`src/rtl/uart_tx_arbiter_if.sv`:
```
// Handshake bundle between the two byte requesters / UART serializer and
// the uart_tx_arbiter. "slave" is the arbiter side, "master" is the
// environment side (requesters plus serializer).
interface uart_tx_arbiter_if;
  logic       req0_valid;
  logic [7:0] req0_data;
  logic       req0_ready;
  logic       req1_valid;
  logic [7:0] req1_data;
  logic       req1_ready;
  logic [7:0] tx_data;
  logic       tx_start;
  logic       tx_busy;

  modport slave (
    input  req0_valid, req0_data, req1_valid, req1_data, tx_busy,
    output req0_ready, req1_ready, tx_data, tx_start
  );

  modport master (
    output req0_valid, req0_data, req1_valid, req1_data, tx_busy,
    input  req0_ready, req1_ready, tx_data, tx_start
  );
endinterface

```
`src/rtl/uart_tx_arbiter.sv`:
```
// Two-requester byte arbiter in front of a UART serializer.
// Requester 0 is the CPU MMIO path, requester 1 the boot/debug status path.
// Round-robin between simultaneous requesters, one byte in flight at a time,
// per-requester completed-byte counters (wrap silently).
// Optional feature: define UART_ARB_FIFO_EN to put a FIFO_DEPTH-entry FIFO
// (power of two, >= 2) on the requester-0 path.
//
//   state     | meaning
//   ----------+------------------------------------------------------------
//   IDLE      | no byte held; ready offered to the selected requester
//   ISSUE     | byte latched; waiting for serializer idle to pulse tx_start
//   WAIT_DONE | byte handed off; waiting for tx_busy to fall
module uart_tx_arbiter #(
  parameter int CNT_W      = 16,
  parameter int FIFO_DEPTH = 4
) (
  input  logic             sysclk,
  input  logic             cpu_resetn,
  uart_tx_arbiter_if.slave bus,
  output logic             grant_id,
  output logic             busy,
  output logic [CNT_W-1:0] cnt0,
  output logic [CNT_W-1:0] cnt1
);

  typedef enum logic [1:0] {
    IDLE      = 2'd0,
    ISSUE     = 2'd1,
    WAIT_DONE = 2'd2
  } state_t;

  state_t           state_q, state_d;
  logic [7:0]       tx_data_q, tx_data_d;
  logic             grant_q, grant_d;
  logic             rr_q, rr_d;
  logic             wait_first_q, wait_first_d;
  logic [CNT_W-1:0] cnt0_q, cnt0_d;
  logic [CNT_W-1:0] cnt1_q, cnt1_d;
  logic             tx_start_c;

  logic             src0_valid;
  logic [7:0]       src0_data;
  logic             sel;
  logic             take0;
  logic             take1;

`ifdef UART_ARB_FIFO_EN
  localparam int AW = $clog2(FIFO_DEPTH);
  localparam int FW = AW + 1;
  localparam logic [FW-1:0] FILL_FULL = FW'(FIFO_DEPTH);

  logic [7:0]    mem_q [FIFO_DEPTH];
  logic [7:0]    mem_d [FIFO_DEPTH];
  logic [AW-1:0] wr_q, wr_d;
  logic [AW-1:0] rd_q, rd_d;
  logic [FW-1:0] fill_q, fill_d;
  logic          push;

  // Ready depends only on fullness, so a pop in the same cycle never frees a slot early.
  assign bus.req0_ready = cpu_resetn && (fill_q != FILL_FULL);
  assign push           = bus.req0_valid && bus.req0_ready;
  assign src0_valid     = (fill_q != '0);
  assign src0_data      = mem_q[rd_q];
  assign bus.req1_ready = take1;

  // FIFO bookkeeping: push from requester 0, pop when the arbiter grants it.
  always_comb begin
    mem_d  = mem_q;
    wr_d   = wr_q;
    rd_d   = rd_q;
    if (push) begin
      mem_d[wr_q] = bus.req0_data;
      wr_d        = wr_q + 1'b1;
    end
    if (take0) begin
      rd_d = rd_q + 1'b1;
    end
    fill_d = fill_q + FW'(push) - FW'(take0);
  end

  // FIFO storage and pointers; reset empties the FIFO.
  always_ff @(posedge sysclk or negedge cpu_resetn) begin
    if (!cpu_resetn) begin
      for (int i = 0; i < FIFO_DEPTH; i++) begin
        mem_q[i] <= '0;
      end
      wr_q   <= '0;
      rd_q   <= '0;
      fill_q <= '0;
    end else begin
      mem_q  <= mem_d;
      wr_q   <= wr_d;
      rd_q   <= rd_d;
      fill_q <= fill_d;
    end
  end
`else
  logic unused_fifo_depth;

  assign unused_fifo_depth = (FIFO_DEPTH == 0);
  assign src0_valid        = bus.req0_valid;
  assign src0_data         = bus.req0_data;
  assign bus.req0_ready    = take0;
  assign bus.req1_ready    = take1;
`endif

  // Requester selection: sole valid requester wins, ties go to the rr pointer.
  always_comb begin
    sel   = 1'b0;
    take0 = 1'b0;
    take1 = 1'b0;
    if (src0_valid && bus.req1_valid) begin
      sel = rr_q;
    end else if (!src0_valid) begin
      sel = 1'b1;
    end
    if (cpu_resetn && (state_q == IDLE)) begin
      take0 = src0_valid && !sel;
      take1 = bus.req1_valid && sel;
    end
  end

  // Next-state and datapath updates for the byte in flight.
  always_comb begin
    state_d      = state_q;
    tx_data_d    = tx_data_q;
    grant_d      = grant_q;
    rr_d         = rr_q;
    wait_first_d = wait_first_q;
    cnt0_d       = cnt0_q;
    cnt1_d       = cnt1_q;
    tx_start_c   = 1'b0;
    unique case (state_q)
      IDLE: begin
        if (take0) begin
          tx_data_d = src0_data;
          grant_d   = 1'b0;
          state_d   = ISSUE;
        end else if (take1) begin
          tx_data_d = bus.req1_data;
          grant_d   = 1'b1;
          state_d   = ISSUE;
        end
      end
      ISSUE: begin
        if (!bus.tx_busy) begin
          tx_start_c   = 1'b1;
          wait_first_d = 1'b1;
          state_d      = WAIT_DONE;
        end
      end
      WAIT_DONE: begin
        // tx_busy only rises the cycle after tx_start, so skip that cycle.
        if (wait_first_q) begin
          wait_first_d = 1'b0;
        end else if (!bus.tx_busy) begin
          state_d = IDLE;
          rr_d    = ~grant_q;
          if (grant_q) begin
            cnt1_d = cnt1_q + CNT_W'(1);
          end else begin
            cnt0_d = cnt0_q + CNT_W'(1);
          end
        end
      end
      default: begin
        state_d = IDLE;
      end
    endcase
  end

  // State and datapath registers; reset abandons any byte in flight.
  always_ff @(posedge sysclk or negedge cpu_resetn) begin
    if (!cpu_resetn) begin
      state_q      <= IDLE;
      tx_data_q    <= '0;
      grant_q      <= 1'b0;
      rr_q         <= 1'b0;
      wait_first_q <= 1'b0;
      cnt0_q       <= '0;
      cnt1_q       <= '0;
    end else begin
      state_q      <= state_d;
      tx_data_q    <= tx_data_d;
      grant_q      <= grant_d;
      rr_q         <= rr_d;
      wait_first_q <= wait_first_d;
      cnt0_q       <= cnt0_d;
      cnt1_q       <= cnt1_d;
    end
  end

  assign bus.tx_data  = tx_data_q;
  assign bus.tx_start = tx_start_c;
  assign grant_id     = grant_q;
  assign busy         = (state_q != IDLE);
  assign cnt0         = cnt0_q;
  assign cnt1         = cnt1_q;

endmodule

```
`src/flat_wrapper.sv`:
```
// flat-port wrapper written by rule: the top's interface ports become plain ports
module uart_tx_arbiter_flat 
#(
  parameter int CNT_W      = 16,
  parameter int FIFO_DEPTH = 4
)
  (sysclk, cpu_resetn, grant_id, busy, cnt0, cnt1, bus_req0_valid, bus_req0_data, bus_req1_valid, bus_req1_data, bus_tx_busy, bus_req0_ready, bus_req1_ready, bus_tx_data, bus_tx_start);
  uart_tx_arbiter_if bus_i ();
  input  logic sysclk;
  input  logic cpu_resetn;
  output logic grant_id;
  output logic busy;
  output logic [CNT_W-1:0] cnt0;
  output logic [CNT_W-1:0] cnt1;
  input wire logic [$bits(bus_i.req0_valid)-1:0] bus_req0_valid;
  input wire logic [$bits(bus_i.req0_data)-1:0] bus_req0_data;
  input wire logic [$bits(bus_i.req1_valid)-1:0] bus_req1_valid;
  input wire logic [$bits(bus_i.req1_data)-1:0] bus_req1_data;
  input wire logic [$bits(bus_i.tx_busy)-1:0] bus_tx_busy;
  output wire logic [$bits(bus_i.req0_ready)-1:0] bus_req0_ready;
  output wire logic [$bits(bus_i.req1_ready)-1:0] bus_req1_ready;
  output wire logic [$bits(bus_i.tx_data)-1:0] bus_tx_data;
  output wire logic [$bits(bus_i.tx_start)-1:0] bus_tx_start;
  assign bus_i.req0_valid = bus_req0_valid;
  assign bus_i.req0_data = bus_req0_data;
  assign bus_i.req1_valid = bus_req1_valid;
  assign bus_i.req1_data = bus_req1_data;
  assign bus_i.tx_busy = bus_tx_busy;
  assign bus_req0_ready = bus_i.req0_ready;
  assign bus_req1_ready = bus_i.req1_ready;
  assign bus_tx_data = bus_i.tx_data;
  assign bus_tx_start = bus_i.tx_start;
  uart_tx_arbiter #(.CNT_W(CNT_W), .FIFO_DEPTH(FIFO_DEPTH)) u_core (.sysclk(sysclk), .cpu_resetn(cpu_resetn), .bus(bus_i), .grant_id(grant_id), .busy(busy), .cnt0(cnt0), .cnt1(cnt1));
endmodule
```
`config.mk`:
```
export PLATFORM = sky130hd
export DESIGN_NAME = uart_tx_arbiter_flat
export DESIGN_NICKNAME = d
export VERILOG_FILES = /design/src/rtl/uart_tx_arbiter_if.sv /design/src/rtl/uart_tx_arbiter.sv /design/src/flat_wrapper.sv
export SDC_FILE = /design/constraint.sdc
export NUM_CORES = 1
export LEC_CHECK = 0
export CELL_PAD_IN_SITES_DETAIL_PLACEMENT = 2
export CELL_PAD_IN_SITES_GLOBAL_PLACEMENT = 2
export CORE_ASPECT_RATIO = 0.5
export CORE_UTILIZATION = 30
export DETAILED_ROUTE_END_ITERATION = 6
export PLACE_DENSITY = 0.9
export SKIP_CTS_REPAIR_TIMING = 1
export SLEW_MARGIN = 25
export SYNTH_ARGS = -nofsm -noshare
export SYNTH_HDL_FRONTEND = slang
export SYNTH_SLANG_ARGS = --single-unit
```
`constraint.sdc`:
```
create_clock -name sysclk -period 5.8 [get_ports sysclk]
set_clock_uncertainty 0.05 [all_clocks]
set_input_delay 1.74 -clock sysclk [delete_from_list [all_inputs] [get_ports sysclk]]
set_output_delay 1.74 -clock sysclk [all_outputs]
set_load 0.02 [all_outputs]
```
==> key figures <==
Run status
  – Outcome: finished clean

Worst setup path
  – CP endpoint kind: output pin
  – Setup CP Type: primary input to output pin
  – Max incr delay on CP: 0.61 ns
  – Worst reg2reg endpoint: u_core.cnt1[10]
  – Cell mode on critical path: clkdlybuf4s50_1
  – WP data arrival: roughly 3.5 ns
  – CP Buf/Inv Count: 3
  – RR Startpoint: u_core.state_q[0]
  – Levels on crit path: 5
  – Worst EP required: around 4 ns
  – Crit-path leading delay family: buffers and inverters
  – Worst-path fanout max: 9
  – Slowest CP cell: clkdlybuf4s50_1
  – Crit-path cells: clkdlybuf4s50_1, nand2_1, nand3_1, clkinv_1, clkdlybuf4s50_1
  – R2R setup slack: between 3 and 4 ns
  – Critical Path Source Type: primary input
  – FF-to-FF path depth: 4

Die
  – Die Y: approximately 61 µm
  – Core Box Area: between 0.006 and 0.007 mm²
  – Initial core utilization: 32.48%
  – Die Area: between 0.007 and 0.008 mm²
  – Row count: 20
  – IO Pins: 66
  – Die W: 119.3 µm

Drt
  – Remaining DRCs: 0
  – 1st-pass router iterations: 3
  – Number of DRC markers in iteration 0: 78
  – Final ANT Viol Nets: 0
  – Vias per cell: roughly 4.9
  – Vias: about 1.7k
  – WL/cell: between 15 and 20 µm
  – Final WL: 6.329 mm

Synth
  – Synth top area share: 54.55%
  – Syn. warnings: 0
  – Largest area contributor in the netlist: dfrtp_1
  – Synth top area cells: dfrtp_1 (55%), xnor2_1 (6.4%), xor2_1 (6.4%)
  – Mapped Nets: approximately 220
  – Syn Inst Count: roughly 200
  – Post-synth EDFFs: 0
  – Yosys reg bits: 45
  – Yosys cell types: 32
  – Mapped cell area: a little over 0.002 mm²
  – Ys async rst share: 100.0%
  – Seq/Total Area, Yosys: around 55%
  – Synth Area per Inst: ~11 µm²
  – Top FF cell, synth: dfrtp_1

Timing
  – Final hold vios: 0
  – Measured slew at the worst slew-check pin: 0.5908 ns
  – Unrepaired setup endpoints after global routing: false
  – FMAX: roughly 190 MHz
  – Tcrit/Tclk final: between 90% and 100%
  – Worst-case headroom to the max-slew limit: 60.61%
  – Minimum clock period: between 5 and 6 ns
  – Final setup fails: 0
  – Setup TNS: 0 ns
  – Final Slew Violations: 0

Worst hold path
  – Hold/Removal Path Class: flop to flop
  – Hold Path Sink: u_core.cnt0[15]
  – Hold depth: 1
  – Hold_sp: u_core.cnt0[15]

Placed design
  – Final HPWL DP: about 4.3 mm
  – Routability Congestion: ~0.73
  – Buffers on Ports: between 60 and 70
  – Placed insts: around 350

GRT
  – Vias in the first global route: ~2.0k
  – GRT overflow: 0
  – First-pass GRT wire length: just over 10 mm
  – GRT Total Usage: 18.97%
  – Initial antenna violation count: 0
  – Pin count of the biggest net entering global routing: 46

CTS
  – Clock insertion delay at the later pin of the skew report: around 0.29 ns
  – Clock sinks: between 40 and 50
  – Clock Pin Slew Worst Setup and Hold Paths: ~0.06 ns
  – CTS buffer count: 5
  – H-Tree Depth: 2
  – Clock tree buffer depth: 2
  – Clock root buffer: clkbuf_16
  – CTS tree: yes

Finish
  – Ant diodes: 0
  – Fin cells: between 300 and 400
  – Net count, final: around 290
  – Synth-to-Final Area Change: 44.06%
  – Layout cells sized above 1: about 7.2%
  – Most common cell after layout, fill and taps aside: clkdlybuf4s50_1
  – Most frequent cells in the layout: clkdlybuf4s50_1 (64), dfrtp_1 (45), nand2_1 (28)

Pwr
  – Leak: between 0.001 and 0.0015 µW
  – Power Dens Cells: between 300 and 400 mW/mm²
  – Worst VDD drop: roughly 0.14 mV

Job
  – Max-Cap Viols: 0
synthesized netlist by cell type (all sizes together) (3+ instances only):
| library cell | instances |
|---|---|
| xor2 | 15 |
| nand2 | 28 |
| nor3 | 6 |
| a21o | 3 |
| inv | 7 |
| nor2 | 20 |
| nor4 | 6 |
| xnor2 | 15 |
| nand3 | 11 |
| dfrtp | 45 |
| nand4 | 7 |
| a31oi | 8 |
cell families (layout without fill, tap and decap cells):
kind of cell             after synthesis  in the layout  share of synthesized area, %
multiplexers                           2              2                         1.091
flip-flops                            45             45                         54.55
buffers and inverters                 11             81                         2.121
AND/OR/NAND/NOR                       90             90                         23.58
AO/OA/AOI/OAI                         15             15                         4.727
adder cells (fa/ha/maj)                2              2                         1.212
XOR/XNOR                              30             30                         12.73
metrics by stage:
| stage | setup WS (ns) | util (%) | hold slack (ns) | total power (µW) | cell area (µm²) |
|---|---|---|---|---|---|
| floorplan | 1.445 | - | 0.4270 | 624.5 | 2064 |
| global placement | 0.5373 | 44.27 | 0.4095 | 783.4 | 2814 |
| detailed placement | 0.4637 | 44.27 | 0.4095 | 804.6 | 2814 |
| CTS | 0.4544 | 46.79 | 0.4284 | 1142 | 2974 |
| global route | 0.3129 | 46.79 | 0.4505 | 1183 | 2974 |
| finish | 0.4988 | 46.79 | 0.4195 | 1132 | 2974 |
per-layer routing:
| metal | GRT usage, % | routed length, µm |
|---|---|---|
| met1 | 22.24 | 2822 |
| met4 | 6.964 | 113 |
| met2 | 35.05 | 3126 |
| met5 | 0 | 0 |
| met3 | 4.699 | 266 |
worst reg2reg max path: stages (launching register included):
cell and delay [ns]:
dfrtp_1 0.49, nor4b_4 0.56, nand4_2 0.29, nor4_1 0.35, xor2_1 0.17
layout make-up:
type	count	area (µm²)
well taps	88	110.1
multi-input cells	139	894.6
fillers	670	3382
flip-flops and latches	45	1126
clock inverters	2	35.03
repair buffers	66	653.1
clock buffers	5	125.1
inverters	8	30.03
worst max path at each step:
| stage | from | endpoint |
|---|---|---|
| after floorplan | cpu_resetn | bus_req0_ready |
| after global routing | cpu_resetn | bus_req0_ready |
| after CTS | bus_req1_valid | bus_req0_ready |
| after detailed placement | bus_req1_valid | bus_req0_ready |
| after global placement | bus_req1_valid | bus_req0_ready |
| final | bus_req1_valid | bus_req0_ready |
registers in the layout (all words and copies together), names as in the netlist:
register,count
u_core.state_q,2
u_core.cnt0,16
u_core.bus.tx_data,8
u_core.grant_id,1
u_core.wait_first_q,1
u_core.rr_q,1
u_core.cnt1,16
where the power goes:
group	switching (µW)	internal [µW]	leakage [µW]	total [µW]
Clock	128	200	0.0000797	328
Combinational	182	170	0.000692	352
Sequential	79.2	373	0.000570	452
Total	388	744	0.00134	1130
Power figures use the tool's default switching activity.
